==> src/rtl/sram_arb_pkg.sv <==
// Shared types and constants for the two-port SRAM arbiter.
// RET_DEPTH is the grant-to-data distance of a read (issue stage plus SRAM latency).
package sram_arb_pkg;

    typedef enum logic {
        PORT_A = 1'b0,
        PORT_B = 1'b1
    } port_id_t;

    localparam int RD_LAT    = 1;
    localparam int RET_DEPTH = RD_LAT + 1;

    typedef struct packed {
        logic     valid;
        port_id_t port;
    } ret_entry_t;

endpackage

==> src/rtl/sram_port_arbiter_if.sv <==
// Requester handshakes and SRAM bus shared by the arbiter and its environment.
// The arbiter takes the slave view; requesters and the SRAM macro take the master view.
interface sram_port_arbiter_if
    import sram_arb_pkg::*;
#(
    parameter int ADDR_W = 6,
    parameter int DATA_W = 32
) ();

    logic              a_req_i;
    logic              a_we_i;
    logic [ADDR_W-1:0] a_addr_i;
    logic [DATA_W-1:0] a_wdata_i;
    logic              a_ack_o;
    logic [DATA_W-1:0] a_rdata_o;

    logic              b_req_i;
    logic              b_we_i;
    logic [ADDR_W-1:0] b_addr_i;
    logic [DATA_W-1:0] b_wdata_i;
    logic              b_ack_o;
    logic [DATA_W-1:0] b_rdata_o;

    logic [ADDR_W-1:0] mem_addr_o;
    logic [DATA_W-1:0] mem_data_o;
    logic              mem_wr_o;
    logic [DATA_W-1:0] mem_data_i;

    // Round-robin pointer, exposed for debug observability.
    port_id_t          last_grant_o;

    modport slave (
        input  a_req_i, a_we_i, a_addr_i, a_wdata_i,
        input  b_req_i, b_we_i, b_addr_i, b_wdata_i,
        input  mem_data_i,
        output a_ack_o, a_rdata_o, b_ack_o, b_rdata_o,
        output mem_addr_o, mem_data_o, mem_wr_o, last_grant_o
    );

    modport master (
        output a_req_i, a_we_i, a_addr_i, a_wdata_i,
        output b_req_i, b_we_i, b_addr_i, b_wdata_i,
        output mem_data_i,
        input  a_ack_o, a_rdata_o, b_ack_o, b_rdata_o,
        input  mem_addr_o, mem_data_o, mem_wr_o, last_grant_o
    );

endinterface

==> src/rtl/sram_port_arbiter_rr_arb2.sv <==
// Two-way arbiter: combinational one-hot grant (bit 0 = A, bit 1 = B) plus last-grant pointer.
// Ties go to the port not granted last, or always to A when FIXED_PRIO is set.
module rr_arb2
    import sram_arb_pkg::*;
#(
    parameter int FIXED_PRIO = 0
) (
    input  logic       clk_i,
    input  logic       rst_i,
    input  logic       elig_a,
    input  logic       elig_b,
    output logic [1:0] grant,
    output port_id_t   last_grant
);

    logic [1:0] grant_s;
    port_id_t   last_r;

    // Grant selection from the eligible bits and the pointer.
    always_comb begin
        grant_s = 2'b00;
        if (elig_a && elig_b) begin
            if (FIXED_PRIO != 0) begin
                grant_s = 2'b01;
            end else if (last_r == PORT_B) begin
                grant_s = 2'b01;
            end else begin
                grant_s = 2'b10;
            end
        end else if (elig_a) begin
            grant_s = 2'b01;
        end else if (elig_b) begin
            grant_s = 2'b10;
        end else begin
            grant_s = 2'b00;
        end
    end

    // Pointer tracks the most recent grant; reset to B so A wins the first tie.
    always_ff @(posedge clk_i) begin
        if (rst_i) begin
            last_r <= PORT_B;
        end else if (grant_s[0]) begin
            last_r <= PORT_A;
        end else if (grant_s[1]) begin
            last_r <= PORT_B;
        end else begin
            last_r <= last_r;
        end
    end

    assign grant      = grant_s;
    assign last_grant = last_r;

endmodule

==> src/rtl/sram_port_arbiter.sv <==
// Shares one single-port synchronous SRAM between requester A and requester B.
// Grants are issued in the request cycle; all SRAM and requester outputs are registered.
module sram_port_arbiter
    import sram_arb_pkg::*;
#(
    parameter int ADDR_W     = 6,
    parameter int DATA_W     = 32,
    parameter int FIXED_PRIO = 0
) (
    input logic                clk_i,
    input logic                rst_i,
    sram_port_arbiter_if.slave bus
);

    logic              pend_a_r;
    logic              pend_b_r;
    logic              elig_a_s;
    logic              elig_b_s;
    logic [1:0]        grant_s;
    port_id_t          last_grant_s;

    logic              any_grant_s;
    logic              sel_we_s;
    port_id_t          sel_port_s;
    logic [ADDR_W-1:0] sel_addr_s;
    logic [DATA_W-1:0] sel_wdata_s;

    logic [ADDR_W-1:0] mem_addr_r;
    logic [DATA_W-1:0] mem_data_r;
    logic              mem_wr_r;

    ret_entry_t [RET_DEPTH-1:0] ret_r;
    ret_entry_t        ret_out_s;

    logic              wr_ack_a_s;
    logic              wr_ack_b_s;
    logic              rd_ack_a_s;
    logic              rd_ack_b_s;
    logic              a_ack_r;
    logic              b_ack_r;
    logic [DATA_W-1:0] a_rdata_r;
    logic [DATA_W-1:0] b_rdata_r;

    // Pending stays set through the ack cycle, so a held req is not re-granted there.
    assign elig_a_s = bus.a_req_i & ~pend_a_r;
    assign elig_b_s = bus.b_req_i & ~pend_b_r;

    rr_arb2 #(
        .FIXED_PRIO (FIXED_PRIO)
    ) u_arb (
        .clk_i      (clk_i),
        .rst_i      (rst_i),
        .elig_a     (elig_a_s),
        .elig_b     (elig_b_s),
        .grant      (grant_s),
        .last_grant (last_grant_s)
    );

    // Mux the granted port's transaction fields.
    always_comb begin
        any_grant_s = grant_s[0] | grant_s[1];
        sel_port_s  = PORT_A;
        sel_we_s    = bus.a_we_i;
        sel_addr_s  = bus.a_addr_i;
        sel_wdata_s = bus.a_wdata_i;
        if (grant_s[1]) begin
            sel_port_s  = PORT_B;
            sel_we_s    = bus.b_we_i;
            sel_addr_s  = bus.b_addr_i;
            sel_wdata_s = bus.b_wdata_i;
        end else begin
            sel_port_s  = PORT_A;
            sel_we_s    = bus.a_we_i;
            sel_addr_s  = bus.a_addr_i;
            sel_wdata_s = bus.a_wdata_i;
        end
    end

    // Completion sources: writes ack as they strobe, reads when the return pipe drains.
    always_comb begin
        ret_out_s  = ret_r[RET_DEPTH-1];
        wr_ack_a_s = any_grant_s & sel_we_s & (sel_port_s == PORT_A);
        wr_ack_b_s = any_grant_s & sel_we_s & (sel_port_s == PORT_B);
        rd_ack_a_s = ret_out_s.valid & (ret_out_s.port == PORT_A);
        rd_ack_b_s = ret_out_s.valid & (ret_out_s.port == PORT_B);
    end

    // Per-port pending flags.
    always_ff @(posedge clk_i) begin
        if (rst_i) begin
            pend_a_r <= 1'b0;
            pend_b_r <= 1'b0;
        end else begin
            if (grant_s[0]) begin
                pend_a_r <= 1'b1;
            end else if (a_ack_r) begin
                pend_a_r <= 1'b0;
            end else begin
                pend_a_r <= pend_a_r;
            end
            if (grant_s[1]) begin
                pend_b_r <= 1'b1;
            end else if (b_ack_r) begin
                pend_b_r <= 1'b0;
            end else begin
                pend_b_r <= pend_b_r;
            end
        end
    end

    // Issue stage toward the SRAM; address and data hold while idle.
    always_ff @(posedge clk_i) begin
        if (rst_i) begin
            mem_addr_r <= {ADDR_W{1'b0}};
            mem_data_r <= {DATA_W{1'b0}};
            mem_wr_r   <= 1'b0;
        end else if (any_grant_s) begin
            mem_addr_r <= sel_addr_s;
            mem_wr_r   <= sel_we_s;
            if (sel_we_s) begin
                mem_data_r <= sel_wdata_s;
            end else begin
                mem_data_r <= mem_data_r;
            end
        end else begin
            mem_addr_r <= mem_addr_r;
            mem_data_r <= mem_data_r;
            mem_wr_r   <= 1'b0;
        end
    end

    // Return pipe: tags each read with its owner until the SRAM data arrives.
    always_ff @(posedge clk_i) begin
        if (rst_i) begin
            ret_r <= {(2 * RET_DEPTH){1'b0}};
        end else begin
            ret_r[0] <= '{valid: any_grant_s & ~sel_we_s, port: sel_port_s};
            for (int i = 1; i < RET_DEPTH; i++) begin
                ret_r[i] <= ret_r[i-1];
            end
        end
    end

    // Ack pulses and per-port read data capture.
    always_ff @(posedge clk_i) begin
        if (rst_i) begin
            a_ack_r   <= 1'b0;
            b_ack_r   <= 1'b0;
            a_rdata_r <= {DATA_W{1'b0}};
            b_rdata_r <= {DATA_W{1'b0}};
        end else begin
            a_ack_r <= wr_ack_a_s | rd_ack_a_s;
            b_ack_r <= wr_ack_b_s | rd_ack_b_s;
            if (rd_ack_a_s) begin
                a_rdata_r <= bus.mem_data_i;
            end else begin
                a_rdata_r <= a_rdata_r;
            end
            if (rd_ack_b_s) begin
                b_rdata_r <= bus.mem_data_i;
            end else begin
                b_rdata_r <= b_rdata_r;
            end
        end
    end

    assign bus.mem_addr_o   = mem_addr_r;
    assign bus.mem_data_o   = mem_data_r;
    assign bus.mem_wr_o     = mem_wr_r;
    assign bus.a_ack_o      = a_ack_r;
    assign bus.b_ack_o      = b_ack_r;
    assign bus.a_rdata_o    = a_rdata_r;
    assign bus.b_rdata_o    = b_rdata_r;
    assign bus.last_grant_o = last_grant_s;

endmodule

==> src/flat_wrapper.sv <==
// flat-port wrapper written by rule: the top's interface ports become plain ports
module sram_port_arbiter_flat import sram_arb_pkg::*;
#(
    parameter int ADDR_W     = 6,
    parameter int DATA_W     = 32,
    parameter int FIXED_PRIO = 0
)
  (clk_i, rst_i, bus_a_req_i, bus_a_we_i, bus_a_addr_i, bus_a_wdata_i, bus_b_req_i, bus_b_we_i, bus_b_addr_i, bus_b_wdata_i, bus_mem_data_i, bus_a_ack_o, bus_a_rdata_o, bus_b_ack_o, bus_b_rdata_o, bus_mem_addr_o, bus_mem_data_o, bus_mem_wr_o, bus_last_grant_o);
  sram_port_arbiter_if #(.ADDR_W(ADDR_W), .DATA_W(DATA_W)) bus_i ();
  input logic clk_i;
  input logic rst_i;
  input wire logic [$bits(bus_i.a_req_i)-1:0] bus_a_req_i;
  input wire logic [$bits(bus_i.a_we_i)-1:0] bus_a_we_i;
  input wire logic [$bits(bus_i.a_addr_i)-1:0] bus_a_addr_i;
  input wire logic [$bits(bus_i.a_wdata_i)-1:0] bus_a_wdata_i;
  input wire logic [$bits(bus_i.b_req_i)-1:0] bus_b_req_i;
  input wire logic [$bits(bus_i.b_we_i)-1:0] bus_b_we_i;
  input wire logic [$bits(bus_i.b_addr_i)-1:0] bus_b_addr_i;
  input wire logic [$bits(bus_i.b_wdata_i)-1:0] bus_b_wdata_i;
  input wire logic [$bits(bus_i.mem_data_i)-1:0] bus_mem_data_i;
  output wire logic [$bits(bus_i.a_ack_o)-1:0] bus_a_ack_o;
  output wire logic [$bits(bus_i.a_rdata_o)-1:0] bus_a_rdata_o;
  output wire logic [$bits(bus_i.b_ack_o)-1:0] bus_b_ack_o;
  output wire logic [$bits(bus_i.b_rdata_o)-1:0] bus_b_rdata_o;
  output wire logic [$bits(bus_i.mem_addr_o)-1:0] bus_mem_addr_o;
  output wire logic [$bits(bus_i.mem_data_o)-1:0] bus_mem_data_o;
  output wire logic [$bits(bus_i.mem_wr_o)-1:0] bus_mem_wr_o;
  output wire logic [$bits(bus_i.last_grant_o)-1:0] bus_last_grant_o;
  assign bus_i.a_req_i = bus_a_req_i;
  assign bus_i.a_we_i = bus_a_we_i;
  assign bus_i.a_addr_i = bus_a_addr_i;
  assign bus_i.a_wdata_i = bus_a_wdata_i;
  assign bus_i.b_req_i = bus_b_req_i;
  assign bus_i.b_we_i = bus_b_we_i;
  assign bus_i.b_addr_i = bus_b_addr_i;
  assign bus_i.b_wdata_i = bus_b_wdata_i;
  assign bus_i.mem_data_i = bus_mem_data_i;
  assign bus_a_ack_o = bus_i.a_ack_o;
  assign bus_a_rdata_o = bus_i.a_rdata_o;
  assign bus_b_ack_o = bus_i.b_ack_o;
  assign bus_b_rdata_o = bus_i.b_rdata_o;
  assign bus_mem_addr_o = bus_i.mem_addr_o;
  assign bus_mem_data_o = bus_i.mem_data_o;
  assign bus_mem_wr_o = bus_i.mem_wr_o;
  assign bus_last_grant_o = bus_i.last_grant_o;
  sram_port_arbiter #(.ADDR_W(ADDR_W), .DATA_W(DATA_W), .FIXED_PRIO(FIXED_PRIO)) u_core (.clk_i(clk_i), .rst_i(rst_i), .bus(bus_i));
endmodule
==> config.mk <==
export PLATFORM = sky130hd
export DESIGN_NAME = sram_port_arbiter_flat
export DESIGN_NICKNAME = d
export VERILOG_FILES = /design/src/rtl/sram_arb_pkg.sv /design/src/rtl/sram_port_arbiter_if.sv /design/src/rtl/sram_port_arbiter_rr_arb2.sv /design/src/rtl/sram_port_arbiter.sv /design/src/flat_wrapper.sv
export SDC_FILE = /design/constraint.sdc
export NUM_CORES = 1
export LEC_CHECK = 0
export ABC_AREA = 1
export BUFFER_PORTS_ARGS = -buffer_cell sky130_fd_sc_hd__buf_2
export CORE_ASPECT_RATIO = 1.25
export CORE_MARGIN = 2
export CORE_UTILIZATION = 39
export DETAILED_ROUTE_END_ITERATION = 8
export MAX_ROUTING_LAYER = met4
export PLACE_DENSITY = 0.78
export SLEW_MARGIN = 10
export SYNTH_ARGS = -nofsm -noshare
export SYNTH_HDL_FRONTEND = slang
export SYNTH_HIERARCHICAL = 1
export SYNTH_SLANG_ARGS = --single-unit
==> constraint.sdc <==
create_clock -name clk_i -period 2.3 [get_ports clk_i]
set_input_delay 0.46 -clock clk_i [delete_from_list [all_inputs] [get_ports clk_i]]
set_output_delay 0.46 -clock clk_i [all_outputs]
set_load 0.01 [all_outputs]
# --- After elaboration in Yosys (flattened, before gate mapping) ---
# Index checks and enable logic that the tools add are counted.
# W data, S select, Z words.
totals:
  register_bits: 112
  latchBits: 0
  ram_bits: 0
  rom_bits: 0
  inputBits: 114
  out_inout_bits: 106
  mem_count: 0
op_classes:
  n_addsub: 0
  mul: 0
  div_mod_pow: 0
  order_cmp: 0
  eq_ne: 0
  n_shift: 0
  muxes: 14
  n_bitwise: 17
  n_reduce_logical: 6
ops:
  columns: ["cell", "n"]
  rows:
  - ["$mux W32", 1]
  - ["$and A1 B1 Y1", 8]
  - ["$mux W1", 8]
  - ["$mux W2", 4]
  - ["$mux W6", 1]
  - ["$not A1 Y1", 6]
  - ["$reduce_bool A2 Y1", 3]
  - ["$or A1 B1 Y1", 3]
  - ["$reduce_and A2 Y1", 1]
  - ["$reduce_or A2 Y1", 1]
  - ["$logic_and A1 B1 Y1", 1]

# --- Logic depth before layout (Yosys ltp) ---
# Gate-level depths: netlist of the first run.
logic_depth:
  word_depth: 9
  ltp_mapped: 14
  depth_no_buf: 12

# --- Hierarchy ---
# The synthesis of the first run kept the hierarchy.
modules_own_cells:
  columns: ["module", "instances", "cells_each", "area_each_um2", "seq_area_each_um2"]
  rows:
  - ["sram_port_arbiter", 1, 669, 4534.3, 2222.1]
  - ["rr_arb2", 1, 10, 56.3, 20.0]

# --- Worst setup path before layout of the first run ---
# Ideal clock, no wire load.
synth_timing:
  path_kind: "input-to-reg"
  start: "input port bus_a_req_i"
  end: "register u_core.mem_data_r[0], in the netlist u_core/bus.mem_data_o[0]"
  setup_ns: 0.113
  arrival_ns: 1.533
  required_time_ns: 2.187
  slack_ns: 0.654
  cell_stages: 10
  n_path_buf: 1
  path_cell_list: "inv_1 nor2_1 inv_1 a21oi_1 nor2_8 inv_2 nand2_8 buf_4 nor2_1 nor2_1"
synth_between:
  elab_chain_len: 5
synth_rtl:
  columns: ["element", "line", "rtl"]
  rows:
  - ["from (decl)", "flat_wrapper.sv:12", "input wire logic [$bits(bus_i.a_req_i)-1:0] bus_a_req_i;"]
  - ["$and A1 B1 Y1 (*)", "sram_port_arbiter.sv:45", "assign elig_a_s = bus.a_req_i & ~pend_a_r;"]
  - ["named net u_core.elig_a_s", "sram_port_arbiter.sv:17", "logic elig_a_s;"]
  - ["$mux W2 or $logic_and A1 B1 Y1 (tied branches)", "sram_port_arbiter_rr_arb2.sv:30, sram_port_arbiter_rr_arb2.sv:22", null]
  - ["$mux W2 (*)", "sram_port_arbiter_rr_arb2.sv:22", "if (elig_a && elig_b) begin"]
  - ["named net u_core.grant_s[0]", "sram_port_arbiter.sv:19", "logic [1:0] grant_s;"]
  - ["$or A1 B1 Y1 (*)", "sram_port_arbiter.sv:61", "any_grant_s = grant_s[0] | grant_s[1];"]
  - ["$reduce_and A2 Y1 (no source line) (*)", null, null]
  - ["to (signal assigned)", "sram_port_arbiter.sv:115", "mem_data_r <= {DATA_W{1'b0}};"]
  - ["to (signal assigned)", "sram_port_arbiter.sv:121", "mem_data_r <= sel_wdata_s;"]
  - ["to (signal assigned)", "sram_port_arbiter.sv:123", "mem_data_r <= mem_data_r;"]
  - ["to (decl)", "sram_port_arbiter.sv:29", "logic [DATA_W-1:0] mem_data_r;"]
# Mark *: on every way through the listed nets, which the timed path passes. The rest lies on a longest branch.
# A chain may end at the register's enable or synchronous reset.

# --- Worst setup path after layout of the first run ---
layout_timing:
  start: "register u_core.pend_b_r"
  end: "register u_core.mem_data_r[24], in the netlist u_core/bus.mem_data_o[24]"
layout_between:
  elab_chain_len: 7
layout_rtl:
  columns: ["element", "line", "rtl"]
  rows:
  - ["from (decl)", "sram_port_arbiter.sv:16", "logic pend_b_r;"]
  - ["from (signal assigned)", "sram_port_arbiter.sv:106", "pend_b_r <= pend_b_r;"]
  - ["$not A1 Y1 (*)", "sram_port_arbiter.sv:46", "assign elig_b_s = bus.b_req_i & ~pend_b_r;"]
  - ["$and A1 B1 Y1 (*)", "sram_port_arbiter.sv:46", null]
  - ["named net u_core.elig_b_s", "sram_port_arbiter.sv:18", "logic elig_b_s;"]
  - ["$mux W2", "sram_port_arbiter_rr_arb2.sv:32", "end else if (elig_b) begin"]
  - ["$mux W2", "sram_port_arbiter_rr_arb2.sv:30", "end else if (elig_a) begin"]
  - ["$mux W2 (*)", "sram_port_arbiter_rr_arb2.sv:22", null]
  - ["named net u_core.grant_s[1]", "sram_port_arbiter.sv:19", null]
  - ["$mux W1 or $or A1 B1 Y1 (tied branches)", "sram_port_arbiter.sv:66, sram_port_arbiter.sv:61", null]
  - ["$reduce_and A2 Y1 (no source line)", null, null]
# Marked as above.

==> impl_metrics.json, run 1 <==
{
  "antenna_found_initial": 1,
  "status": "completed",
  "startpoint_type": "flip-flop",
  "avgSynthCellArea_sq_um": 6.76,
  "leakage_uw": 0.00343,
  "clk_pin_slew_ps": 80,
  "die_h_microns": 125,
  "syn_to_final_growth_pct": 32.2,
  "syn-num-nets": 793,
  "seq_power_share": 0.461,
  "initial_utilization": 0.397,
  "drt.antenna.violating_nets": 0,
  "hold_class": "in -> reg",
  "vias_per_cell": 4.52,
  "wl_met1_mm": 4.86,
  "cp_max_fo": 64,
  "wl_mm": 11.5,
  "place_inst": 1009,
  "cts-root-buf": "clkbuf_16",
  "setup_tns_ps": 0,
  "ys_seq_area_frac": 0.488,
  "p_per_area_nw_per_um2": 767,
  "synthArstFlopShare": 0,
  "synth_most_common_cell": "nor2_1",
  "rsz0062_at_grt": "no",
  "fill_cells": 1218,
  "tritoncts": "built",
  "wl_met2_mm": 5.66,
  "nets": 996,
  "multiInputGateArea_sq_um": 1930,
  "ys_top_cells_by_count": "198 x nor2_1, 192 x nand2_1, 112 x dfxtp_1",
  "synth_largest_area_cell": "dfxtp_1",
  "drt_iter0_markers": 154,
  "critPathKind": "reg -> reg",
  "cts_inserted_buffers": 9,
  "combPwrFrac": 0.188,
  "grt_max_degree": 65,
  "num_vias": 4641,
  "drive_gt1_frac": 0.287,
  "synth.ff_latch_count": 112,
  "synth_top_area_share": 0.488,
  "ctsHoldBuffers": 0,
  "num_io_pins": 220,
  "final_util": 0.525,
  "hpwl_mm": 8.36,
  "io_buffers": 219,
  "relSlewSlack": 0.710,
  "worst-endpoint-required_ps": 2580,
  "yosysWarnings": 6,
  "peakVddDrop_mv": 0.460,
  "overflow": 0,
  "syn_inst": 679,
  "cts_resized": 0,
  "layout.cells.non_filler": 1026,
  "cts_buffer_depth": 2,
  "synth-edff-count": 0,
  "synth_area_leaders": "dfxtp_1 49%, nor2_1 16%, nand2_1 16%",
  "intPower_uw": 3320,
  "grt_pass1_vias": 4172,
  "drc": 0,
  "arrival_ps": 2080,
  "hold_violations": 0,
  "die_w_microns": 101,
  "grt_usage": 0.187,
  "gp_congestion": 0.855,
  "period_needed_ps": 1800,
  "cts_setup_buffers": 0,
  "grt_pass1_wl_mm": 18.8,
  "min_period_over_period": 0.783,
  "seqCellArea_sq_um": 2240,
  "synth_ff_type": "dfxtp_1",
  "worst_setup_path_end_kind": "flip-flop",
  "clock_sinks": 112,
  "fin_skew_ps": 10.0,
  "p_clk_frac": 0.351,
  "worst_slew_pin_slew_ps": 434,
  "p_switching_uw": 1330,
  "fmax_ghz": 0.555,
  "netlist_area_sq_um": 4590,
  "slew_viol_final": 0,
  "clock_latency_ps": 340,
  "highest_layer": "met4",
  "setup_violations": 0,
  "h-tree-depth": 3,
  "rows": 44,
  "cap_violations": 0,
  "wl_met3_microns": 632,
  "sw_frac_of_total": 0.287,
  "wl_per_cell_microns": 11.2,
  "synth_cell_type_count": 19,
  "coreArea_sq_um": 11600,
  "die_area_sq_um": 12700,
  "dr.pass1.iters": 7
}
## worst max-delay path: stages, from the launching register on
cell     delay [ps]
dfxtp_1         320
nor2_1          170
nand2_1          90
nand2_1         310
nand2_1         180
nand2_4         140
nand2_8         210
nand2_1         130
nand2_1          50
nor2_1          100
## power by group through the flow
stage	Clock [uW]	Sequential (uW)	Combinational (uW)
finish	1630	2150	873
global route	1750	2160	1000
CTS	1670	2150	884
detailed placement	0	2190	880
global placement	0	2190	867
floorplan	0	2260	501
## area by class of cell
cell class | instances | area share
diodes | 1 | 0.000412
clock buffers | 10 | 0.0394
clock inverters | 6 | 0.0124
inverters | 55 | 0.0344
multi-input cells | 474 | 0.317
flip-flops and latches | 112 | 0.369
well taps | 138 | 0.0284
repair buffers | 230 | 0.198
## path summary, 6_finish.rpt
check / start / to / slack [ps] / cells past startpoint
hold / removal: bus_mem_data_i[13] / u_core/bus.a_rdata_o[13] / 350 / 3
setup / recovery: u_core/pend_b_r / u_core/bus.mem_data_o[24] / 500 / 9
hold reg to reg: u_core/ret_r[0] / u_core/ret_out_s[0] / 400 / 2
setup reg to reg: u_core/pend_b_r / u_core/bus.mem_data_o[24] / 500 / 9
## per-layer routing
layer	global-route usage	vias to the layer above
met5	-	-
met4	0.0930	0
met3	0.0285	27
met2	0.318	150
met1	0.211	2017
li1	-	2447
## registers in the layout, summed over array words and instances, names as in the netlist
name	count
u_core/bus.a_rdata_o	32
u_core/bus.b_rdata_o	32
u_core/bus.mem_data_o	32
u_core/bus.mem_addr_o	6
u_core/ret_out_s	2
u_core/ret_r	2
u_core/bus.a_ack_o	1
u_core/bus.b_ack_o	1
u_core/bus.mem_wr_o	1
u_core/pend_a_r	1
u_core/pend_b_r	1
u_core/u_arb/last_grant	1
## cells in the final DEF (no fill, tap or decap), drive strengths merged
master    instances
a21oi             5
nand3             9
diode             1
inv              58
clkbuf           10
o21ai            64
nand2           195
dfxtp           112
clkinvlp          1
bufinv            1
clkinv            1
nor2            200
buf             230
nor3              1
## logic make-up after synthesis
family                 Yosys count  synth area share
AND/OR/NAND/NOR                405             0.344
flip-flops                     112             0.488
buffers and inverters           93            0.0927
AO/OA/AOI/OAI                   69            0.0752
## through the flow
stage / area, sq um / total power (uW) / hold slack (ps) / setup WS [ps]
CTS: 6070 / 4710 / 336 / 488
global route: 6070 / 4910 / 351 / 257
finish: 6070 / 4650 / 346 / 498
floorplan: 4590 / 2760 / 388 / 654
detailed placement: 5750 / 3070 / 394 / 254
global placement: 5750 / 3050 / 390 / 320
Note: power is estimated with default switching activity, not from simulation.
==> run 2, diff against run 1 <==
--- a/config.mk
+++ b/config.mk
@@ -5,7 +5,7 @@
 export SDC_FILE = /design/constraint.sdc
 export NUM_CORES = 1
 export LEC_CHECK = 0
-export ABC_AREA = 1
+export ABC_AREA = 0
 export BUFFER_PORTS_ARGS = -buffer_cell sky130_fd_sc_hd__buf_2
 export CORE_ASPECT_RATIO = 1.25
 export CORE_MARGIN = 2
==> constraint.sdc (replaced) <==
create_clock -name clk_i -period 1.67 [get_ports clk_i]
set_input_delay 0.334 -clock clk_i [delete_from_list [all_inputs] [get_ports clk_i]]
set_output_delay 0.334 -clock clk_i [all_outputs]
set_load 0.01 [all_outputs]
==> run 2 against run 1 <==
  * Synthesized area up 0.14%
  * Wire length up 7.7%
  * Critical endpoint is now u_core/bus.mem_data_o[12]
  * Hold slack worse by 120 ps
  * Count of clock-buffer cells in the layout unchanged
  * Critical path type unchanged
==> impl_metrics.json, run 2 <==
{
  "syn-num-nets": 641,
  "seq_power_share": 0.483,
  "p_per_area_nw_per_um2": 955,
  "fin_skew_ps": 8.89,
  "cts_inserted_buffers": 9,
  "tritoncts": "built",
  "wl_mm": 12.4,
  "yosysWarnings": 6,
  "peakVddDrop_mv": 0.448,
  "p_switching_uw": 1640,
  "setup_tns_ps": 0,
  "hold_end": "u_core/bus.mem_addr_o[2]",
  "grt_pass1_vias": 4099,
  "synth_largest_area_cell": "dfxtp_1",
  "antenna_found_initial": 1,
  "drc": 0,
  "crit-reg2reg-launch": "u_core/pend_a_r",
  "num_vias": 4433,
  "synth.ff_latch_count": 112,
  "rr_endpoint": "u_core/bus.mem_data_o[12]",
  "synth_cell_type_count": 24,
  "syn_inst": 527,
  "cpPeakStageDelay_ps": 370,
  "rsz0062_at_grt": "yes",
  "slew_viol_final": 0,
  "reg2reg_depth": 7,
  "synthArstFlopShare": 0,
  "dp_slack_ps": -172,
  "drive_gt1_frac": 0.425,
  "sw_frac_of_total": 0.274,
  "status": "completed",
  "grt_max_degree": 74,
  "p_clk_frac": 0.339,
  "path_buf_inv": 1,
  "syn_to_final_growth_pct": 36.4,
  "cts-root-buf": "clkbuf_16",
  "clock_latency_ps": 340,
  "avgSynthCellArea_sq_um": 8.72,
  "final_cell_mix": "218 x buf_2, 131 x nand2_1, 111 x dfxtp_1, 69 x a21oi_1",
  "netlist_area_sq_um": 4600,
  "path_delay_family": "simple AND/OR/NAND/NOR gates",
  "die_w_microns": 101,
  "die_h_microns": 125,
  "min_period_over_period": 0.995,
  "combPwrFrac": 0.179,
  "fmax_ghz": 0.602,
  "path_cells": "nor2b_2 -> nand2_1 -> and2_4 -> nand3b_4 -> buf_12 -> a221oi_1 -> a211oi_2",
  "clock_sinks": 112,
  "relSlewSlack": 0.747,
  "cap_violations": 0,
  "synth_area_leaders": "dfxtp_1 49%, nand2_1 11%, a211oi_2 7.9%",
  "initial_utilization": 0.398,
  "num_io_pins": 220,
  "io_buffers": 219,
  "coreArea_sq_um": 11600,
  "dr.pass1.iters": 4,
  "h-tree-depth": 3,
  "post_dp_cell_area_sq_um": 5880,
  "wl_per_cell_microns": 14.2,
  "hpwl_mm": 8.84,
  "setup_ws_ps": 8.37,
  "worst_slew_pin_slew_ps": 379,
  "design_area_sq_um": 6270,
  "drt.antenna.violating_nets": 0,
  "cp_max_fo": 23,
  "vias_per_cell": 5.05,
  "critPathKind": "reg -> reg",
  "ys_seq_area_frac": 0.488,
  "reg2reg_slack_ps": 8,
  "worst_setup_path_end_kind": "flip-flop",
  "synth_top_area_share": 0.488,
  "leakage_uw": 0.00276,
  "synth-edff-count": 0,
  "layout_commonest_cell": "buf_2",
  "intPower_uw": 4350,
  "arrival_ps": 1880,
  "setup_violations": 0,
  "nets": 848,
  "synth_most_common_cell": "nand2_1",
  "die_area_sq_um": 12700,
  "drt_iter0_markers": 155,
  "hp-start": "bus_b_addr_i[2]",
  "slowest_stage": "a221oi_1",
  "grt_usage": 0.192,
  "ys_top_cells_by_count": "131 x nand2_1, 112 x dfxtp_1, 69 x a21oi_1",
  "hold_class": "in -> reg",
  "hold_violations": 0,
  "clk_pin_slew_ps": 80,
  "startpoint_type": "flip-flop",
  "worst-endpoint-required_ps": 1890,
  "overflow": 0,
  "period_needed_ps": 1660,
  "gp_congestion": 0.828,
  "rows": 44,
  "grt_pass1_wl_mm": 19.2,
  "hold_depth": 3,
  "cts_buffer_depth": 2,
  "synth_ff_type": "dfxtp_1",
  "ctsHoldBuffers": 0
}
[run 2: cell types whose count changed in the layout (fill, tap and decap cells not counted), sizes merged, moves of 6 or more]
cell / change
nor2: -190
a21oi: +64
nand2: -64
o21ai: -64
nor2b: +38
a211oi: +32
a221oi: +32
inv: -19
buf: +12
nand3: -9
mux2: +6
mux2i: +6
[run 2: power by group through the flow]
stage / logic (uW) / registers (uW) / clock network, uW
finish: 1070 / 2890 / 2030
global route: 1160 / 2910 / 2200
CTS: 1040 / 2890 / 2090
detailed placement: 1020 / 2950 / 0
global placement: 1010 / 2950 / 0
floorplan: 545 / 3010 / 0
[run 2: worst max path at each step]
stage,start,end,slack (ps),cells after the start
2_1_floorplan,bus_a_req_i,u_core/bus.mem_data_o[3],-10,8
3_3_place_gp,bus_a_req_i,u_core/bus.mem_data_o[28],-80,8
3_5_place_dp,bus_a_req_i,u_core/bus.mem_data_o[7],-170,8
4_1_cts,u_core/pend_a_r,u_core/bus.mem_data_o[8],3,7
5_1_grt,u_core/pend_a_r,u_core/bus.mem_data_o[12],-40,7
6_report,u_core/pend_a_r,u_core/bus.mem_data_o[12],8,7
[run 2: cell families (layout without fill, tap and decap cells)]
logic type             count (synthesis)  count (layout)  share of synthesized area
muxes                                 12              12                     0.0278
DFF                                  112             112                      0.488
other                                  0               1                          0
buffers and inverters                 82             294                     0.0811
AOI/OAI and AO/OA                    135             135                      0.223
and+or+nand+nor                      186             186                      0.180
[run 2: stage by stage]
stage	total power (uW)	util	hold slack (ps)	instances
floorplan	3550	-	414	527
global placement	3960	0.509	423	859
detailed placement	3970	0.509	423	859
CTS	6020	0.535	209	876
global route	6270	0.542	222	878
finish	5990	0.542	225	878
[run 2: layout make-up]
type	count	area, sq um
fillers	1133	5290
flip-flops and latches	112	2240
multi-input cells	333	2090
repair buffers	242	1350
clock buffers	10	229
well taps	138	173
inverters	36	135
clock inverters	6	51.3
diodes	1	2.50
[run 2: timing repair]
item                       CTS  global route
setup buffers                1             1
setup endpoints to repair   28            36
pin swaps                    0             1
hold endpoints to repair     0             0
resized for setup            4            13
[run 2: metal layers]
metal / wire length, microns / vias to the layer above / track usage
met1: 5190 / 2060 / 0.231
met4: 235 / 0 / 0.0707
met3: 966 / 19 / 0.0453
met5: 0 / - / -
li1: - / 2176 / -
met2: 6040 / 178 / 0.311
[run 2: worst register-to-register path, cell delays in order, from the launching register on]
cell and delay, ps:
dfxtp_2 340, nor2b_2 110, nand2_1 70, and2_4 180, nand3b_4 200, buf_12 190, a221oi_1 370, a211oi_2 80
==> run 3, diff against run 2 <==
--- a/config.mk
+++ b/config.mk
@@ -11,8 +11,8 @@
 export CORE_MARGIN = 2
 export CORE_UTILIZATION = 39
 export DETAILED_ROUTE_END_ITERATION = 8
-export MAX_ROUTING_LAYER = met4
 export PLACE_DENSITY = 0.78
+export RECOVER_POWER = 100
 export SLEW_MARGIN = 10
 export SYNTH_ARGS = -nofsm -noshare
 export SYNTH_HDL_FRONTEND = slang
==> run 3 against run 2 <==
  * Sequential share of layout area up 0.96 points
  * Global-route usage decreased by 0.53 points
  * First-iteration DRC count is 0.65% lower
  * Fmax down 0.38%
  * Setup slack got worse by 6.4 ps
  * Via count is 0.50% lower
  * Combinational power fell by 5%
  * Clock skew about the same
  * Non-clock buffer count stayed put
  * Hold slack got worse by 2.7 ps
  * Critical path type unchanged
  * Highest routed layer is now met5
==> impl_metrics.json, run 3 (same netlist as run 2, synthesis figures left out) <==
{
  "status": "completed",
  "slew_viol_final": 0,
  "ctsHoldBuffers": 0,
  "worst-endpoint-required_ps": 1890,
  "hold_class": "in -> reg",
  "hpwl_mm": 8.84,
  "die_h_microns": 125,
  "grt_max_degree": 74,
  "design_area_sq_um": 6100,
  "drt.antenna.violating_nets": 0,
  "relSlewSlack": 0.433,
  "startpoint_type": "flip-flop",
  "final_cell_mix": "131 x nand2_1, 113 x buf_2, 111 x dfxtp_1, 107 x clkbuf_1, 69 x a21oi_1",
  "p_per_area_nw_per_um2": 975,
  "drc": 0,
  "fin_skew_ps": 8.94,
  "clock_latency_ps": 340,
  "cp_max_fo": 23,
  "worst_setup_path_end_kind": "flip-flop",
  "leakage_uw": 0.00230,
  "final_util": 0.528,
  "die_w_microns": 101,
  "dr.pass1.iters": 5,
  "slowest_stage": "a221oi_1",
  "fmax_ghz": 0.600,
  "h-tree-depth": 3,
  "layout_commonest_cell": "nand2_1",
  "cts_inserted_buffers": 9,
  "num_vias": 4411,
  "cts_buffer_depth": 2,
  "critPathKind": "reg -> reg",
  "multiInputGateArea_sq_um": 2090,
  "grt_usage": 0.187,
  "post_dp_cell_area_sq_um": 5880,
  "num_io_pins": 220,
  "clock_sinks": 112,
  "seqCellArea_sq_um": 2240,
  "fill_cells": 1168,
  "drive_gt1_frac": 0.281,
  "drt_iter0_markers": 154,
  "rsz0062_at_grt": "yes",
  "vias_per_cell": 5.03,
  "syn_to_final_growth_pct": 32.8,
  "cpPeakStageDelay_ps": 370,
  "setup_violations": 0,
  "grt_pass1_wl_mm": 19.2,
  "arrival_ps": 1890,
  "die_area_sq_um": 12700,
  "p_total_uw": 5950,
  "antenna_cells": 0,
  "coreArea_sq_um": 11600,
  "initial_utilization": 0.398,
  "path_delay_family": "simple AND/OR/NAND/NOR gates",
  "clk_pin_slew_ps": 80,
  "nets": 848,
  "rows": 44,
  "peakVddDrop_mv": 0.453,
  "wl_mm": 12.5,
  "gp_congestion": 0.815,
  "io_buffers": 219,
  "overflow": 0,
  "hold_violations": 0,
  "antenna_found_initial": 1,
  "grt_pass1_vias": 4087,
  "path_cells": "nor2b_2 -> nand2_1 -> and2_4 -> nand3b_4 -> buf_12 -> a221oi_1 -> a211oi_2",
  "cts-root-buf": "clkbuf_16",
  "period_needed_ps": 1670,
  "worst_slew_pin_slew_ps": 850,
  "wl_per_cell_microns": 14.3,
  "path_buf_inv": 1,
  "min_period_over_period": 0.999,
  "tritoncts": "built",
  "cap_violations": 0,
  "holdWs_ps": 222
}
run 3: cell types whose count changed in the layout (fill, tap and decap cells not counted), moves of 2 or more:
cell,change
buf_2,-105
clkbuf_1,+106
buf_12,-2
clkbuf_2,+2
buf_4,-3
run 3: final cells by class:
| class | count | area share |
|---|---|---|
| repair buffers | 242 | 0.194 |
| clock inverters | 6 | 0.00840 |
| clock buffers | 10 | 0.0375 |
| multi-input cells | 333 | 0.342 |
| well taps | 138 | 0.0283 |
| inverters | 36 | 0.0221 |
| flip-flops and latches | 112 | 0.367 |
run 3: worst reg2reg max path, stage by stage, from the launching register on:
cell,delay (ps)
dfxtp_2,340
nor2b_2,120
nand2_1,70
and2_4,180
nand3b_4,200
buf_12,190
a221oi_1,370
a211oi_2,80
run 3: timing repair:
| item | CTS | global route |
|---|---|---|
| setup buffers | 1 | 1 |
| resized for setup | 4 | 13 |
| setup endpoints to repair | 28 | 35 |
| pin swaps | 0 | 1 |
run 3: through the flow:
step / std cells / setup WS [ps] / TNS (ps)
2_1_floorplan: 527 / -13.4 / -262
3_3_place_gp: 859 / -83.4 / -2340
3_5_place_dp: 859 / -172 / -4200
4_1_cts: 876 / 3.06 / 0
5_1_grt: 877 / -42.8 / -210
6_report: 877 / 1.97 / 0
run 3: where the power goes:
| group | leakage, uW | total (uW) | switching [uW] | internal, uW |
|---|---|---|---|---|
| logic | 0.00126 | 1020 | 569 | 453 |
| clock network | 0.000134 | 2040 | 1000 | 1040 |
| registers | 0.000913 | 2890 | 78.5 | 2820 |
run 3: path summary, 6_finish.rpt:
check | start | end | slack [ps] | cells after the start
max | u_core/pend_a_r | u_core/bus.mem_data_o[12] | 2 | 7
min | bus_b_addr_i[2] | u_core/bus.mem_addr_o[2] | 220 | 3
max reg2reg | u_core/pend_a_r | u_core/bus.mem_data_o[12] | 2 | 7
min reg2reg | u_core/ret_r[0] | u_core/ret_out_s[0] | 440 | 1
run 3: layer usage:
metal / GRT usage / wire length [microns]
met5: 0 / 11
met2: 0.313 / 6030
met4: 0.0707 / 233
met3: 0.0542 / 1010
met1: 0.225 / 5250
